==> config.mk <==
export PLATFORM = sky130hd
export DESIGN_NAME = branch_resolve_flat
export DESIGN_NICKNAME = d
export VERILOG_FILES = /design/src/rtl/branch_resolve_pkg.sv /design/src/rtl/branch_resolve_if.sv /design/src/rtl/branch_resolve_cond.sv /design/src/rtl/branch_resolve.sv /design/src/flat_wrapper.sv
export SDC_FILE = /design/constraint.sdc
export NUM_CORES = 1
export LEC_CHECK = 0
export ABC_CLOCK_PERIOD_IN_PS = 3500
export BUFFER_PORTS_ARGS = -buffer_cell sky130_fd_sc_hd__buf_2
export CAP_MARGIN = 10
export CORE_AREA = 3 3 214 153
export DETAILED_ROUTE_END_ITERATION = 7
export DIE_AREA = 0 0 217 156
export SYNTH_ARGS = -nofsm -noshare
export SYNTH_HDL_FRONTEND = slang
export SYNTH_SLANG_ARGS = --single-unit
==> constraint.sdc <==
create_clock -name clk_i -period 3.5 [get_ports clk_i]
set_clock_uncertainty 0.05 [all_clocks]
set_input_delay 0.175 -clock clk_i [delete_from_list [all_inputs] [get_ports clk_i]]
set_output_delay 0.175 -clock clk_i [all_outputs]
set_load 0.005 [all_outputs]
==> src/rtl/branch_resolve_pkg.sv <==
// Shared types for the EX-stage branch resolver: condition codes, FSM states
// and the JALR target helper.
package branch_resolve_pkg;

  typedef enum logic [2:0] {
    BC_BEQ  = 3'b000,
    BC_BNE  = 3'b001,
    BC_BLT  = 3'b100,
    BC_BGE  = 3'b101,
    BC_BLTU = 3'b110,
    BC_BGEU = 3'b111
  } branch_cond_e;

  typedef enum logic {
    BR_IDLE  = 1'b0,
    BR_FLUSH = 1'b1
  } br_state_e;

  // Flush counter width; covers FLUSH_CYCLES up to 7.
  localparam int FLUSH_CNT_W = 3;

  // JALR target: base + offset with bit 0 forced low.
  function automatic logic [31:0] jalr_target(input logic [31:0] base,
                                              input logic [31:0] ofs);
    logic [31:0] sum;
    sum = base + ofs;
    return {sum[31:1], 1'b0};
  endfunction

endpackage

==> src/rtl/branch_resolve_if.sv <==
// EX-stage bundle between the pipeline and the branch resolver. The master
// side drives the instruction and ALU flags, the slave side returns the
// redirect, flush, misalignment report and performance counters.
interface branch_resolve_if #(
  parameter int CNT_WIDTH = 32
);

  logic                 valid_i;
  logic                 stall_i;
  logic                 is_branch_i;
  logic                 is_jal_i;
  logic                 is_jalr_i;
  logic [2:0]           funct3_i;
  logic [31:0]          pc_i;
  logic [31:0]          imm_i;
  logic [31:0]          rs1_i;
  logic                 Z_i;
  logic                 N_i;
  logic                 S_i;
  logic                 C_i;
  logic                 V_i;

  logic                 redirect_o;
  logic [31:0]          redirect_pc_o;
  logic                 flush_o;
  logic                 misaligned_o;
  logic [31:0]          bad_pc_o;
  logic [CNT_WIDTH-1:0] branch_cnt_o;
  logic [CNT_WIDTH-1:0] taken_cnt_o;

  modport master (
    output valid_i, stall_i, is_branch_i, is_jal_i, is_jalr_i, funct3_i,
           pc_i, imm_i, rs1_i, Z_i, N_i, S_i, C_i, V_i,
    input  redirect_o, redirect_pc_o, flush_o, misaligned_o, bad_pc_o,
           branch_cnt_o, taken_cnt_o
  );

  modport slave (
    input  valid_i, stall_i, is_branch_i, is_jal_i, is_jalr_i, funct3_i,
           pc_i, imm_i, rs1_i, Z_i, N_i, S_i, C_i, V_i,
    output redirect_o, redirect_pc_o, flush_o, misaligned_o, bad_pc_o,
           branch_cnt_o, taken_cnt_o
  );

endinterface

==> src/rtl/branch_resolve_cond.sv <==
// Branch condition evaluator. Purely combinational: takes funct3 and the
// flags of the ALU SUB rs1-rs2 (c = borrow, s = n ^ v) and says whether the
// conditional branch is taken. Unknown codes are never taken.
module branch_resolve_cond
  import branch_resolve_pkg::*;
(
  input  logic [2:0] funct3,
  input  logic       z,
  input  logic       s,
  input  logic       c,
  output logic       cond
);

  // Map each condition code onto the relevant SUB flag
  always_comb begin
    cond = 1'b0;
    case (funct3)
      BC_BEQ:  cond = z;
      BC_BNE:  cond = ~z;
      BC_BLT:  cond = s;
      BC_BGE:  cond = ~s;
      BC_BLTU: cond = c;
      BC_BGEU: cond = ~c;
      default: cond = 1'b0;
    endcase
  end

endmodule

==> src/rtl/branch_resolve.sv <==
// EX-stage branch resolver. Evaluates the branch condition, computes the
// branch/JAL/JALR target, issues a registered redirect one cycle after
// accept, then holds flush_o for FLUSH_CYCLES unstalled cycles while the
// wrong-path IF/ID slots drain. Taken targets with bit 1 set are reported
// as misaligned instead of redirected. FLUSH_CYCLES must be 1..7.
module branch_resolve
  import branch_resolve_pkg::*;
#(
  parameter int FLUSH_CYCLES = 2,
  parameter int CNT_WIDTH    = 32
) (
  input  logic       clk_i,
  input  logic       reset_i,
  branch_resolve_if.slave bus
);

  br_state_e               state;
  br_state_e               state_next;
  logic [FLUSH_CNT_W-1:0]  cnt;
  logic [FLUSH_CNT_W-1:0]  cnt_next;
  logic                    flush;

  logic                    cond;
  logic                    accept;
  logic                    taken;
  logic [31:0]             target;
  logic                    redirect_now;
  logic                    misalign_now;

  logic                    redirect_p1;
  logic [31:0]             redirect_pc_p1;
  logic                    misaligned_p1;
  logic [31:0]             bad_pc_p1;
  logic [CNT_WIDTH-1:0]    branch_cnt_p1;
  logic [CNT_WIDTH-1:0]    taken_cnt_p1;

  // N and V only matter through S, which the ALU already provides.
  logic                    unused_nv;
  assign unused_nv = bus.N_i ^ bus.V_i;

  branch_resolve_cond u_cond (
    .funct3 (bus.funct3_i),
    .z      (bus.Z_i),
    .s      (bus.S_i),
    .c      (bus.C_i),
    .cond   (cond)
  );

  // Instructions arriving while flushing are wrong-path and never accepted.
  assign accept = bus.valid_i & ~bus.stall_i & (state == BR_IDLE);

  // Any jump bit beats the branch bit; JALR beats JAL for the target.
  assign taken  = bus.is_jal_i | bus.is_jalr_i | (bus.is_branch_i & cond);
  assign target = bus.is_jalr_i ? jalr_target(bus.rs1_i, bus.imm_i)
                                : bus.pc_i + bus.imm_i;

  assign redirect_now = accept & taken & ~target[1];
  assign misalign_now = accept & taken &  target[1];

  // FSM state and flush counter
  always_ff @(posedge clk_i or posedge reset_i) begin
    if (reset_i) begin
      state <= BR_IDLE;
      cnt   <= '0;
    end else begin
      state <= state_next;
      cnt   <= cnt_next;
    end
  end

  // Next state: enter FLUSH on an aligned taken accept; count down only
  // on unstalled cycles so flush spans FLUSH_CYCLES real fetch slots
  always_comb begin
    state_next = state;
    cnt_next   = cnt;
    flush      = 1'b0;
    case (state)
      BR_IDLE: begin
        if (redirect_now) begin
          state_next = BR_FLUSH;
          cnt_next   = FLUSH_CNT_W'(FLUSH_CYCLES - 1);
        end
      end
      BR_FLUSH: begin
        flush = 1'b1;
        if (!bus.stall_i) begin
          if (cnt == '0) state_next = BR_IDLE;
          else           cnt_next   = cnt - 1'b1;
        end
      end
      default: state_next = BR_IDLE;
    endcase
  end

  // ---- stage p1: registered redirect / misalignment reports ----
  // Pulses last one cycle; the target registers hold between pulses
  always_ff @(posedge clk_i or posedge reset_i) begin
    if (reset_i) begin
      redirect_p1    <= 1'b0;
      redirect_pc_p1 <= '0;
      misaligned_p1  <= 1'b0;
      bad_pc_p1      <= '0;
    end else begin
      redirect_p1   <= redirect_now;
      misaligned_p1 <= misalign_now;
      if (redirect_now) redirect_pc_p1 <= target;
      if (misalign_now) bad_pc_p1      <= target;
    end
  end

  // Performance counters; taken includes misaligned jumps, both wrap
  always_ff @(posedge clk_i or posedge reset_i) begin
    if (reset_i) begin
      branch_cnt_p1 <= '0;
      taken_cnt_p1  <= '0;
    end else begin
      if (accept && bus.is_branch_i) branch_cnt_p1 <= branch_cnt_p1 + 1'b1;
      if (accept && taken)           taken_cnt_p1  <= taken_cnt_p1 + 1'b1;
    end
  end

  assign bus.redirect_o    = redirect_p1;
  assign bus.redirect_pc_o = redirect_pc_p1;
  assign bus.flush_o       = flush;
  assign bus.misaligned_o  = misaligned_p1;
  assign bus.bad_pc_o      = bad_pc_p1;
  assign bus.branch_cnt_o  = branch_cnt_p1;
  assign bus.taken_cnt_o   = taken_cnt_p1;

endmodule

==> src/flat_wrapper.sv <==
// flat-port wrapper written by rule: the top's interface ports become plain ports
module branch_resolve_flat import branch_resolve_pkg::*;
#(
  parameter int FLUSH_CYCLES = 2,
  parameter int CNT_WIDTH    = 32
)
  (clk_i, reset_i, bus_valid_i, bus_stall_i, bus_is_branch_i, bus_is_jal_i, bus_is_jalr_i, bus_funct3_i, bus_pc_i, bus_imm_i, bus_rs1_i, bus_Z_i, bus_N_i, bus_S_i, bus_C_i, bus_V_i, bus_redirect_o, bus_redirect_pc_o, bus_flush_o, bus_misaligned_o, bus_bad_pc_o, bus_branch_cnt_o, bus_taken_cnt_o);
  branch_resolve_if #(.CNT_WIDTH(CNT_WIDTH)) bus_i ();
  input  logic clk_i;
  input  logic reset_i;
  input wire logic [$bits(bus_i.valid_i)-1:0] bus_valid_i;
  input wire logic [$bits(bus_i.stall_i)-1:0] bus_stall_i;
  input wire logic [$bits(bus_i.is_branch_i)-1:0] bus_is_branch_i;
  input wire logic [$bits(bus_i.is_jal_i)-1:0] bus_is_jal_i;
  input wire logic [$bits(bus_i.is_jalr_i)-1:0] bus_is_jalr_i;
  input wire logic [$bits(bus_i.funct3_i)-1:0] bus_funct3_i;
  input wire logic [$bits(bus_i.pc_i)-1:0] bus_pc_i;
  input wire logic [$bits(bus_i.imm_i)-1:0] bus_imm_i;
  input wire logic [$bits(bus_i.rs1_i)-1:0] bus_rs1_i;
  input wire logic [$bits(bus_i.Z_i)-1:0] bus_Z_i;
  input wire logic [$bits(bus_i.N_i)-1:0] bus_N_i;
  input wire logic [$bits(bus_i.S_i)-1:0] bus_S_i;
  input wire logic [$bits(bus_i.C_i)-1:0] bus_C_i;
  input wire logic [$bits(bus_i.V_i)-1:0] bus_V_i;
  output wire logic [$bits(bus_i.redirect_o)-1:0] bus_redirect_o;
  output wire logic [$bits(bus_i.redirect_pc_o)-1:0] bus_redirect_pc_o;
  output wire logic [$bits(bus_i.flush_o)-1:0] bus_flush_o;
  output wire logic [$bits(bus_i.misaligned_o)-1:0] bus_misaligned_o;
  output wire logic [$bits(bus_i.bad_pc_o)-1:0] bus_bad_pc_o;
  output wire logic [$bits(bus_i.branch_cnt_o)-1:0] bus_branch_cnt_o;
  output wire logic [$bits(bus_i.taken_cnt_o)-1:0] bus_taken_cnt_o;
  assign bus_i.valid_i = bus_valid_i;
  assign bus_i.stall_i = bus_stall_i;
  assign bus_i.is_branch_i = bus_is_branch_i;
  assign bus_i.is_jal_i = bus_is_jal_i;
  assign bus_i.is_jalr_i = bus_is_jalr_i;
  assign bus_i.funct3_i = bus_funct3_i;
  assign bus_i.pc_i = bus_pc_i;
  assign bus_i.imm_i = bus_imm_i;
  assign bus_i.rs1_i = bus_rs1_i;
  assign bus_i.Z_i = bus_Z_i;
  assign bus_i.N_i = bus_N_i;
  assign bus_i.S_i = bus_S_i;
  assign bus_i.C_i = bus_C_i;
  assign bus_i.V_i = bus_V_i;
  assign bus_redirect_o = bus_i.redirect_o;
  assign bus_redirect_pc_o = bus_i.redirect_pc_o;
  assign bus_flush_o = bus_i.flush_o;
  assign bus_misaligned_o = bus_i.misaligned_o;
  assign bus_bad_pc_o = bus_i.bad_pc_o;
  assign bus_branch_cnt_o = bus_i.branch_cnt_o;
  assign bus_taken_cnt_o = bus_i.taken_cnt_o;
  branch_resolve #(.FLUSH_CYCLES(FLUSH_CYCLES), .CNT_WIDTH(CNT_WIDTH)) u_core (.clk_i(clk_i), .reset_i(reset_i), .bus(bus_i));
endmodule
==> results.tsv, run 1 <==
stage	metric	value	unit
status	status	finished clean	
worst_hold_path	hold_class	in -> reg	
routing	drt_wl_total	28700	µm
worst_setup_path	cp_max_fo	4	
yosys	synth_fp_nets	1188	
routing	drtIter0Drc	642	
final_layout	mostFrequentLayoutCells	239 x buf_2, 139 x nand2_1, 134 x dfrtp_1	
yosys	ys_types	70	
power_and_ir_drop	p_leak	5.78	nW
placed_design	hpwl	23000	µm
cts	post_cts_buffers	0	
die	dieArea	33900	µm²
timing	tns	0	ns
power_and_ir_drop	ir_drop	0.328	mV
worst_setup_path	crit_type	in -> reg	
timing	hold_viol_final	0	
placed_design	io_buffers	239	
timing	maxSlewViolCount	0	
job	maxCapViolCount	0	
timing	rsz0062_at_grt	no	
grt	grt_pass1_vias	8136	
worst_setup_path	rr_endpoint	u_core.bus.branch_cnt_o[29]	
cts	cts_made_buffers	17	
worst_setup_path	cp_slowest_cell	a311oi_1	
grt	grt.total_usage	16.8	%
die	num_rows	54	
die	io_pins	242	
worst_setup_path	path_cells	buf_2, and2_1, fa_1, a21oi_1, o21ai_0, a21oi_1, o311ai_0, nand2_1, o21ai_1, a311oi_1, nor4b_1, or3_1	
routing	ant_nets	0	
routing	first_pass_iters	5	
yosys	synth-simple-area-share	18.5	%
routing	viasPerCell	4.98	
yosys	synth_compound_area_share	18.1	%
placed_design	place_area	11000	µm²
cts	clk_latency	0.43	ns
worst_setup_path	crit_cells	12	
yosys	syn_inst	1010	
timing	finalCriticalPeriod	3.05	ns
yosys	synth.area.mux_share	4.05	%
worst_setup_path	critical_path.top_delay_family	compound AO/OA/AOI/OAI gates	
die	core_area	30900	µm²
grt	grt-ovfl-total	0	
worst_setup_path	r2r_slack	0.73	ns
yosys	synth_warnings	0	
final_layout	diodes	0	
final_layout	post-route-cell-area	11600	µm²
worst_setup_path	cpMostUsedCell	a21oi_1	
yosys	syn_avg_cell_area	9.11	µm²
die	initial_core_util	29.7	%
cts	cts_root_buffer	clkbuf_16	
yosys	synth_area	9200	µm²
worst_hold_path	hold_path_end	u_core.bus.redirect_pc_o[31]	
worst_setup_path	regToRegStartpoint	u_core.state	
worst_setup_path	cp.arrival	3.30	ns
power_and_ir_drop	powerDensity	529	nW/µm²
yosys	ys_ff_latch	134	
cts	clkTransAtPathRegs	0.06	ns
die	fp.dieH	156	µm
grt	grt_pass1_wl	44800	µm
timing	finalCritPeriodShare	87.1	%
worst_setup_path	crit_buf_inv	1	
cts	cts_max_level	4	
grt	grt_start_max_net_pins	101	
yosys	synth_edf_count	0	
yosys	synth-adder-area-share	9.28	%
worst_setup_path	r2r_cells	9	
final_layout	drive_gt1_share	27.1	%
timing	worst_pin_slew	0.822	ns
placed_design	gp_congestion	0.902	
worst_setup_path	crit_path_end_kind	flip-flop	
timing	slew_headroom	45.1	%
die	die_x	217	µm
final_layout	final_common_cell	buf_2	
routing	vias	8436	
worst_setup_path	crit_required	3.75	ns
routing	avgRoutedWirePerCell	16.9	µm
yosys	async_flop_share	100	%
worst_setup_path	critPathLaunchType	primary input	
routing	drc	0	
final_layout	area_growth	25.9	%
timing	max_freq	328	MHz
yosys	synth-seq-area-share	36.4	%
yosys	synth_top_family_by_area	simple AND/OR/NAND/NOR gates	
worst_hold_path	whs_path_depth	3	
cts	cts_tree	yes	
worst_setup_path	crit_start	bus_imm_i[0]	
final_layout	nets	1438	
cts	clock_sinks	134	
yosys	yosys_most_used_dff	dfrtp_1	
timing	hold_slack	0.0504	ns
grt	antenna_found_initial	1	
cts	clock_path_buffers	2	
worst_setup_path	slowest_delay	0.59	ns
yosys	synthXorXnorAreaFrac	11.0	%
timing	setup_viol	0	
worst_hold_path	worstHoldStart	bus_imm_i[31]	
layer usage:
| metal | GRT usage [%] | up-vias | wire (µm) |
|---|---|---|---|
| li1 | - | 4120 | - |
| met1 | 24.7 | 4017 | 14200 |
| met2 | 24.8 | 267 | 12100 |
| met3 | 3.93 | 30 | 1840 |
| met4 | 4.35 | 2 | 494 |
| met5 | 0 | - | 13 |
how the worst max path moves through the flow:
stage	end	slack (ns)
final	u_core.bus.bad_pc_o[30]	0.45
after global routing	u_core.bus.redirect_pc_o[30]	0.36
after CTS	u_core.bus.bad_pc_o[30]	0.53
after detailed placement	u_core.bus.bad_pc_o[30]	0.06
after global placement	u_core.bus.bad_pc_o[30]	0.12
after floorplan	u_core.bus.bad_pc_o[30]	0.81
timing repair:
action | CTS | global route
gates resized for setup | 0 | 0
hold endpoints to repair | 35 | 0
hold buffers | 2 | 0
synth_stat cells, drive strengths merged, types with 21 or more instances:
cell   count  area (µm²)
a21o      31         233
a21oi     68         340
dfrtp    134        3350
ha        65         813
inv       29         109
mux2      26         293
nand2    139         522
nand3     33         165
nand4     21         131
nor2      73         279
o21ai     59         307
xnor2     65         569
xor2      51         447
kinds of logic (layout without fill, tap and decap cells):
group	after synthesis	in the layout
muxes	34	34
buffers and inverters	59	322
adders and majority gates	67	67
xor gates and xnor gates	116	116
AOI/OAI and AO/OA	249	249
and+or+nand+nor	351	351
DFF	134	134
state kept, by name, summed over array words and instances, names as in the netlist:
name / cells
u_core.bus.bad_pc_o: 32
u_core.bus.redirect_pc_o: 32
u_core.bus.misaligned_o: 1
u_core.cnt: 3
u_core.bus.branch_cnt_o: 32
u_core.bus.taken_cnt_o: 32
u_core.state: 1
u_core.bus.redirect_o: 1
through the flow:
| step | setup slack, ns | std cells | power [mW] | util [%] |
|---|---|---|---|---|
| after floorplan | 0.814 | 1010 | 3.39 | - |
| after global placement | 0.120 | 1659 | 4.32 | 35.4 |
| after detailed placement | 0.0570 | 1659 | 4.36 | 35.4 |
| after CTS | 0.530 | 1693 | 6.21 | 37.4 |
| after global routing | 0.357 | 1693 | 6.55 | 37.4 |
| final | 0.452 | 1693 | 6.13 | 37.4 |
area by class of cell:
class	count	area, µm²
fill	3203	19400
multi-input combinational	817	5610
sequential	134	3350
timing repair buffer	261	1380
tap	420	526
clock buffer	20	457
clock inverter	12	145
inverter	29	113
worst register-to-register path: cells and delay by family (launching register included):
family        cells  cell delay [ns]
simple gates      8             2.03
flops             1             0.45
xor+xnor          1             0.13
power by group:
group          internal (mW)  total [mW]  switching, mW
clock                   1.10        1.81          0.711
combinational          0.951        2.05           1.10
sequential              1.97        2.27          0.302
Power figures use the tool's default switching activity.
==> inputs of run 2 (changes only) <==
--- a/config.mk
+++ b/config.mk
@@ -5,12 +5,15 @@
 export SDC_FILE = /design/constraint.sdc
 export NUM_CORES = 1
 export LEC_CHECK = 0
+export ABC_AREA = 1
 export ABC_CLOCK_PERIOD_IN_PS = 3500
 export BUFFER_PORTS_ARGS = -buffer_cell sky130_fd_sc_hd__buf_2
 export CAP_MARGIN = 10
-export CORE_AREA = 3 3 214 153
+export CORE_AREA = 3 3 234 167
 export DETAILED_ROUTE_END_ITERATION = 7
-export DIE_AREA = 0 0 217 156
+export DIE_AREA = 0 0 237 170
+export SKIP_CTS_REPAIR_TIMING = 1
+export SLEW_MARGIN = 20
 export SYNTH_ARGS = -nofsm -noshare
 export SYNTH_HDL_FRONTEND = slang
 export SYNTH_SLANG_ARGS = --single-unit
==> results.tsv, run 2 <==
stage	metric	value	unit	change
power_and_ir_drop	powerDensity	489	nW/µm²	was 529 nW/µm²
final_layout	diodes	0		unchanged
cts	cts_made_buffers	17		unchanged
die	fp.dieH	170	µm	was 156 µm
grt	grt_start_max_net_pins	94		was 101
timing	tns	0	ns	unchanged
worst_setup_path	rr_endpoint	u_core.bus.bad_pc_o[14]		was u_core.bus.branch_cnt_o[29]
power_and_ir_drop	p_int	4.08	mW	was 4.02 mW
final_layout	mostFrequentLayoutCells	717 x nand2_1, 291 x inv_1, 239 x buf_2		was 239 x buf_2, 139 x nand2_1, 134 x dfrtp_1
timing	max_freq	382	MHz	was 328 MHz
worst_hold_path	hold_path_end	u_core.state		was u_core.bus.redirect_pc_o[31]
cts	clock_sinks	134		unchanged
placed_design	hpwl	32400	µm	was 23000 µm
yosys	async_flop_share	100	%	unchanged
final_layout	post-route-cell-area	13400	µm²	was 11600 µm²
timing	finalCriticalPeriod	2.62	ns	was 3.05 ns
grt	grt_pass1_wl	60400	µm	was 44800 µm
worst_setup_path	crit_type	reg -> reg		was in -> reg
cts	cts_max_level	4		unchanged
worst_setup_path	cp_max_fo	36		was 4
timing	maxSlewViolCount	0		unchanged
routing	first_pass_iters	5		unchanged
routing	drtIter0Drc	831		was 642
grt	grt.total_usage	19.1	%	was 16.8%
yosys	synth_area	11000	µm²	was 9200 µm²
job	maxCapViolCount	0		unchanged
placed_design	place_area	12800	µm²	was 11000 µm²
yosys	synth_top_area_share	30.4	%	was 36.4%
timing	worst_pin_slew	0.686	ns	was 0.822 ns
placed_design	io_buffers	239		unchanged
yosys	synth_area_leader_cell	dfrtp_1		unchanged
placed_design	gp_congestion	0.948		was 0.902
power_and_ir_drop	ir_drop	0.365	mV	was 0.328 mV
worst_setup_path	crit_required	3.72	ns	was 3.75 ns
yosys	ys_types	45		was 70
timing	finalCritPeriodShare	74.8	%	was 87.1%
worst_hold_path	hold_class	in -> reg		unchanged
worst_hold_path	whs_path_depth	3		unchanged
yosys	synthTopCellsByArea	dfrtp_1 30%, nand2_1 24%, inv_1 9.9%		was dfrtp_1 36%, ha_1 8.8%, xnor2_1 6.2%
worst_setup_path	r2r_cells	10		was 9
power_and_ir_drop	pwr-share-comb	35.6	%	was 33.4%
die	dieArea	40300	µm²	was 33900 µm²
die	io_pins	242		unchanged
worst_setup_path	critPathLaunchType	flip-flop		was primary input
power_and_ir_drop	switching_power	2.49	mW	was 2.11 mW
die	core_area	37000	µm²	was 30900 µm²
worst_setup_path	cp.arrival	2.84	ns	was 3.30 ns
yosys	ys_ff_latch	134		unchanged
cts	cts_tree	yes		unchanged
worst_setup_path	r2r_slack	0.88	ns	was 0.73 ns
cts	clkTransAtPathRegs	0.06	ns	about the same
status	status	finished clean		unchanged
timing	hold_viol_final	0		unchanged
power_and_ir_drop	p_leak	8.08	nW	was 5.78 nW
die	initial_core_util	29.8	%	was 29.7%
yosys	synth_common_cells	717 x nand2_1, 292 x inv_1, 134 x dfrtp_1		was 139 x nand2_1, 134 x dfrtp_1, 71 x nor2_1
yosys	yosys_most_used_dff	dfrtp_1		unchanged
routing	drt_wl_total	38900	µm	was 28700 µm
yosys	synth_edf_count	0		unchanged
grt	grt-ovfl-total	0		unchanged
worst_setup_path	crit_path_end_kind	flip-flop		unchanged
final_layout	area_growth	21.6	%	was 25.9%
yosys	synth_warnings	0		unchanged
yosys	syn_avg_cell_area	6.33	µm²	was 9.11 µm²
final_layout	drive_gt1_share	15.7	%	was 27.1%
yosys	syn_inst	1743		was 1010
timing	setup_viol	0		unchanged
routing	avgRoutedWirePerCell	15.6	µm	was 16.9 µm
yosys	synth-seq-area-share	30.4	%	was 36.4%
die	die_x	237	µm	was 217 µm
yosys	yosysMostFrequentCell	nand2_1		unchanged
power_and_ir_drop	power_frac_seq	36.0	%	was 37.1%
routing	vias	11462		was 8436
worst_setup_path	regToRegStartpoint	u_core.state		unchanged
grt	antenna_found_initial	0		was 1
worst_hold_path	worstHoldStart	bus_stall_i		was bus_imm_i[31]
die	num_rows	59		was 54
timing	slew_headroom	54.2	%	was 45.1%
routing	viasPerCell	4.60		was 4.98
final_layout	nets	2168		was 1438
cts	cts_root_buffer	clkbuf_16		unchanged
timing	rsz0062_at_grt	no		unchanged
routing	drc	0		unchanged
grt	grt_pass1_vias	10627		was 8136
final_layout	final_common_cell	nand2_1		was buf_2
routing	ant_nets	0		unchanged
power_and_ir_drop	power_frac_clock	28.4	%	was 29.5%
cts	clock_path_buffers	2		unchanged
cts	clk_latency	0.42	ns	was 0.43 ns
power_and_ir_drop	swShare	37.9	%	was 34.4%
yosys	synth_fp_nets	1921		was 1188
==> run 2: changes by cell type in the layout (fill, tap and decap cells not counted), moves of 26 or more <==
cell     change
nand2_1    +578
xnor2_1     -51
inv_1      +263
nor2_1      +47
mux2_2      -26
nand3_1     +75
a21o_1      -27
==> run 2: worst max-delay path, stage by stage (launching register included) <==
cell and delay, ns:
dfrtp_1 0.42, nor2_2 0.18, nand2_4 0.13, inv_4 0.12, nand2_1 0.08, nand2_2 0.29, inv_2 0.16, nor2_4 0.39
inv_2 0.40, nand2_1 0.15, o21ai_0 0.09
==> run 2: routing by layer <==
metal | global-route usage [%] | share of wire, %
met4 | 3.47 | 1.3
met2 | 27.7 | 41
met1 | 29.9 | 52
met3 | 2.72 | 6.0
met5 | 0 | 0
==> run 2: worst max-delay path by stage <==
stage                       startpoint                      end  slack (ns)  cells past startpoint
after floorplan                reset_i   u_core.bus.bad_pc_o[0]        1.61                      1
after global placement    u_core.state  u_core.bus.bad_pc_o[14]        0.91                     10
after detailed placement  u_core.state  u_core.bus.bad_pc_o[13]        0.85                     10
after CTS                 u_core.state  u_core.bus.bad_pc_o[13]        0.83                      9
after global routing      u_core.state  u_core.bus.bad_pc_o[14]        0.56                     10
final                     u_core.state  u_core.bus.bad_pc_o[14]        0.88                     10
==> run 2: metrics by stage <==
step	instances	total power [mW]	setup WS (ns)	util, %	hold slack (ns)
2_1_floorplan	1743	3.62	1.61	-	0.310
6_report	2491	6.56	0.881	36.3	0.0364
5_1_grt	2491	7.05	0.557	36.3	0.0434
3_3_place_gp	2458	4.69	0.906	34.6	0.328
4_1_cts	2490	6.64	0.827	36.3	-0.125
3_5_place_dp	2458	4.74	0.846	34.6	0.335
==> run 2: layout make-up <==
type	count	area [µm²]
clock buffers	20	457
clock inverters	12	151
fillers	4091	23600
inverters	297	1120
multi-input cells	1291	6440
flip-flops and latches	134	3350
well taps	488	611
repair buffers	249	1290
==> run 2: cells by family (layout without fill, tap and decap cells) <==
logic type               count (synthesis)  after routing  synth area share, %
AO/OA/AOI/OAI                          118            118                 5.76
XOR/XNOR                                71             71                 5.64
adder cells (fa/ha/maj)                 67             67                 7.74
buffers and inverters                  318            578                 11.2
flip-flops                             134            134                 30.4
multiplexers                             2              2                0.181
AND/OR/NAND/NOR                       1033           1033                 39.1
==> run 2: power by group through the flow <==
stage	sequential, mW	combinational (mW)	clock, mW
floorplan	2.34	1.28	0
global placement	2.39	2.30	0
detailed placement	2.38	2.36	0
CTS	2.36	2.37	1.91
global route	2.42	2.66	1.97
finish	2.36	2.34	1.86
==> inputs of run 3 (changes only) <==
--- a/config.mk
+++ b/config.mk
@@ -5,13 +5,13 @@
 export SDC_FILE = /design/constraint.sdc
 export NUM_CORES = 1
 export LEC_CHECK = 0
-export ABC_AREA = 1
-export ABC_CLOCK_PERIOD_IN_PS = 3500
+export ABC_AREA = 0
+export ABC_CLOCK_PERIOD_IN_PS = 2340
 export BUFFER_PORTS_ARGS = -buffer_cell sky130_fd_sc_hd__buf_2
 export CAP_MARGIN = 10
-export CORE_AREA = 3 3 234 167
+export CORE_AREA = 3 3 214 153
 export DETAILED_ROUTE_END_ITERATION = 7
-export DIE_AREA = 0 0 237 170
+export DIE_AREA = 0 0 217 156
 export SKIP_CTS_REPAIR_TIMING = 1
 export SLEW_MARGIN = 20
 export SYNTH_ARGS = -nofsm -noshare
==> constraint.sdc (replaced) <==
create_clock -name clk_i -period 2.34 [get_ports clk_i]
set_clock_uncertainty 0.05 [all_clocks]
set_input_delay 0.117 -clock clk_i [delete_from_list [all_inputs] [get_ports clk_i]]
set_output_delay 0.117 -clock clk_i [all_outputs]
set_load 0.005 [all_outputs]
==> results.tsv, run 3 (synthesized netlist as in run 1, its figures left out) <==
stage	metric	value	unit	change
status	status	finished, violations left		was finished clean
status	violations	setup timing		
timing	hold_viol_final	0		unchanged
routing	vias	9246		was 11462
cts	clkTransAtPathRegs	0.06	ns	about the same
grt	antenna_found_initial	0		unchanged
timing	maxSlewViolCount	0		unchanged
cts	cts_max_level	4		unchanged
final_layout	finalNonFillerCells	1901		was 2491
power_and_ir_drop	switching_power	3.37	mW	was 2.49 mW
grt	grt.total_usage	18.2	%	was 19.1%
worst_setup_path	rr_endpoint	u_core.bus.branch_cnt_o[28]		was u_core.bus.bad_pc_o[14]
routing	avgRoutedWirePerCell	16.7	µm	was 15.6 µm
power_and_ir_drop	p_int	6.43	mW	was 4.08 mW
cts	clock_path_buffers	2		unchanged
grt	grt_pass1_wl	48300	µm	was 60400 µm
worst_setup_path	r2r_cells	10		unchanged
power_and_ir_drop	pwr-share-comb	38.6	%	was 35.6%
routing	drc	0		unchanged
worst_setup_path	endpoint	u_core.bus.redirect_pc_o[31]		was u_core.bus.bad_pc_o[14]
worst_setup_path	crit_start	bus_imm_i[1]		was u_core.state
final_layout	diodes	0		unchanged
cts	clk_latency	0.43	ns	was 0.42 ns
die	initial_core_util	29.7	%	was 29.8%
final_layout	final_common_cell	buf_2		was nand2_1
grt	grt_start_max_net_pins	135		was 94
power_and_ir_drop	powerDensity	714	nW/µm²	was 489 nW/µm²
worst_setup_path	r2r_slack	0.13	ns	was 0.88 ns
timing	slew_headroom	51.5	%	was 54.2%
job	maxCapViolCount	0		unchanged
die	core_area	30900	µm²	was 37000 µm²
routing	viasPerCell	4.86		was 4.60
die	die_x	217	µm	was 237 µm
power_and_ir_drop	swShare	34.4	%	was 37.9%
die	fp.dieH	156	µm	was 170 µm
die	io_pins	242		unchanged
die	dieArea	33900	µm²	was 40300 µm²
final_layout	area_growth	49.0	%	was 21.6%
worst_setup_path	crit_type	in -> reg		was reg -> reg
cts	cts_tree	yes		unchanged
timing	rsz0062_at_grt	yes		was no
final_layout	n_fill_cell	3065		was 4091
timing	setup_viol	2		was 0
grt	grt_pass1_vias	8939		was 10627
power_and_ir_drop	p_leak	6.86	nW	was 8.08 nW
timing	tns	-0.0617	ns	was 0 ns
timing	finalCritPeriodShare	102	%	
placed_design	gp_congestion	0.902		was 0.948
routing	first_pass_iters	5		unchanged
worst_setup_path	cp_max_fo	4		was 36
routing	drtIter0Drc	725		was 831
worst_setup_path	crit_path_end_kind	flip-flop		unchanged
timing	max_freq	420	MHz	
cts	clock_sinks	134		unchanged
timing	finalCriticalPeriod	2.38	ns	
power_and_ir_drop	ir_drop	0.428	mV	was 0.365 mV
worst_setup_path	crit_required	2.60	ns	was 3.72 ns
worst_hold_path	hold_class	in -> reg		unchanged
cts	cts_made_buffers	17		unchanged
power_and_ir_drop	power_frac_seq	34.4	%	was 36.0%
timing	setup_ws	-0.0394	ns	was 0.881 ns
routing	drt_wl_total	31700	µm	was 38900 µm
worst_setup_path	cp.arrival	2.64	ns	was 2.84 ns
final_layout	drive_gt1_share	41.9	%	was 15.7%
placed_design	placedCellCount	1861		was 2458
final_layout	mostFrequentLayoutCells	238 x buf_2, 222 x buf_4, 137 x nand2_1		was 717 x nand2_1, 291 x inv_1, 239 x buf_2
final_layout	nets	1647		was 2168
worst_setup_path	regToRegStartpoint	u_core.state		unchanged
die	num_rows	54		was 59
worst_setup_path	critPathLaunchType	primary input		was flip-flop
placed_design	io_buffers	239		unchanged
timing	worst_pin_slew	0.728	ns	was 0.686 ns
power_and_ir_drop	power_frac_clock	27.0	%	was 28.4%
routing	ant_nets	0		unchanged
placed_design	hpwl	25300	µm	was 32400 µm
cts	cts_root_buffer	clkbuf_16		unchanged
grt	grt-ovfl-total	0		unchanged
-- run 3: cell types whose count changed in the layout (fill, tap and decap cells not counted), sizes merged, moves of 16 or more --
| cell | delta |
|---|---|
| and3 | +16 |
| mux2 | +26 |
| nor3 | -19 |
| nand2 | -583 |
| xnor2 | +51 |
| inv | -268 |
| nor2 | -53 |
| a21o | +27 |
| a21oi | +16 |
| buf | +220 |
| nand3 | -76 |
-- run 3: layer usage --
layer,share of wire [%],track usage [%],up-vias
li1,-,-,4544
met1,50,27.0,4442
met2,44,27.2,248
met3,5.5,3.95,12
met4,0.79,3.51,0
met5,0,0,-
-- run 3: per-stage QoR --
stage / setup slack [ns] / instance area (µm²) / total power [mW] / util (%) / hold WS [ns]
after detailed placement: -0.640 / 12700 / 7.04 / 40.9 / 0.365
final: -0.0394 / 13700 / 9.80 / 44.3 / 0.0440
after CTS: -0.179 / 13200 / 9.74 / 42.8 / -0.105
after global placement: -0.583 / 12700 / 6.96 / 40.9 / 0.347
after global routing: -0.136 / 13700 / 10.4 / 44.3 / 0.0552
after floorplan: 0.00372 / 9350 / 5.11 / - / 0.217
-- run 3: worst min-delay path by stage --
stage / slack (ns) / cells after the start / startpoint / to
6_report: 0.04 / 4 / bus_stall_i / u_core.state
5_1_grt: 0.06 / 4 / bus_stall_i / u_core.state
4_1_cts: -0.11 / 3 / reset_i / u_core.bus.branch_cnt_o[14]
3_5_place_dp: 0.37 / 3 / reset_i / u_core.bus.branch_cnt_o[21]
3_3_place_gp: 0.35 / 3 / reset_i / u_core.bus.branch_cnt_o[15]
2_1_floorplan: 0.22 / 2 / bus_stall_i / u_core.state
-- run 3: layout make-up --
class / count / area [µm²] / share of cell area (%)
Clock inverter: 11 / 128 / 0.931
Sequential cell: 134 / 3350 / 24.5
Multi-Input combinational cell: 817 / 6140 / 44.8
Clock buffer: 20 / 447 / 3.26
Tap cell: 420 / 526 / 3.83
Timing Repair Buffer: 470 / 3000 / 21.9
Inverter: 29 / 113 / 0.821
-- run 3: power groups by stage --
stage	combinational (mW)	clock (mW)	sequential (mW)
after global routing	4.16	2.81	3.46
after detailed placement	3.64	0	3.40
after CTS	3.66	2.71	3.37
after global placement	3.56	0	3.40
final	3.78	2.65	3.37
after floorplan	1.71	0	3.40
-- run 3: critical path, cell delays in order --
cell	delay [ns]
buf_6	0.09
buf_6	0.12
ha_4	0.25
nand4_1	0.15
a21o_1	0.25
a211o_1	0.31
a211oi_2	0.25
buf_4	0.19
o41ai_4	0.09
o31ai_2	0.27
mux2i_2	0.33
or3_1	0.15
nand3_1	0.06
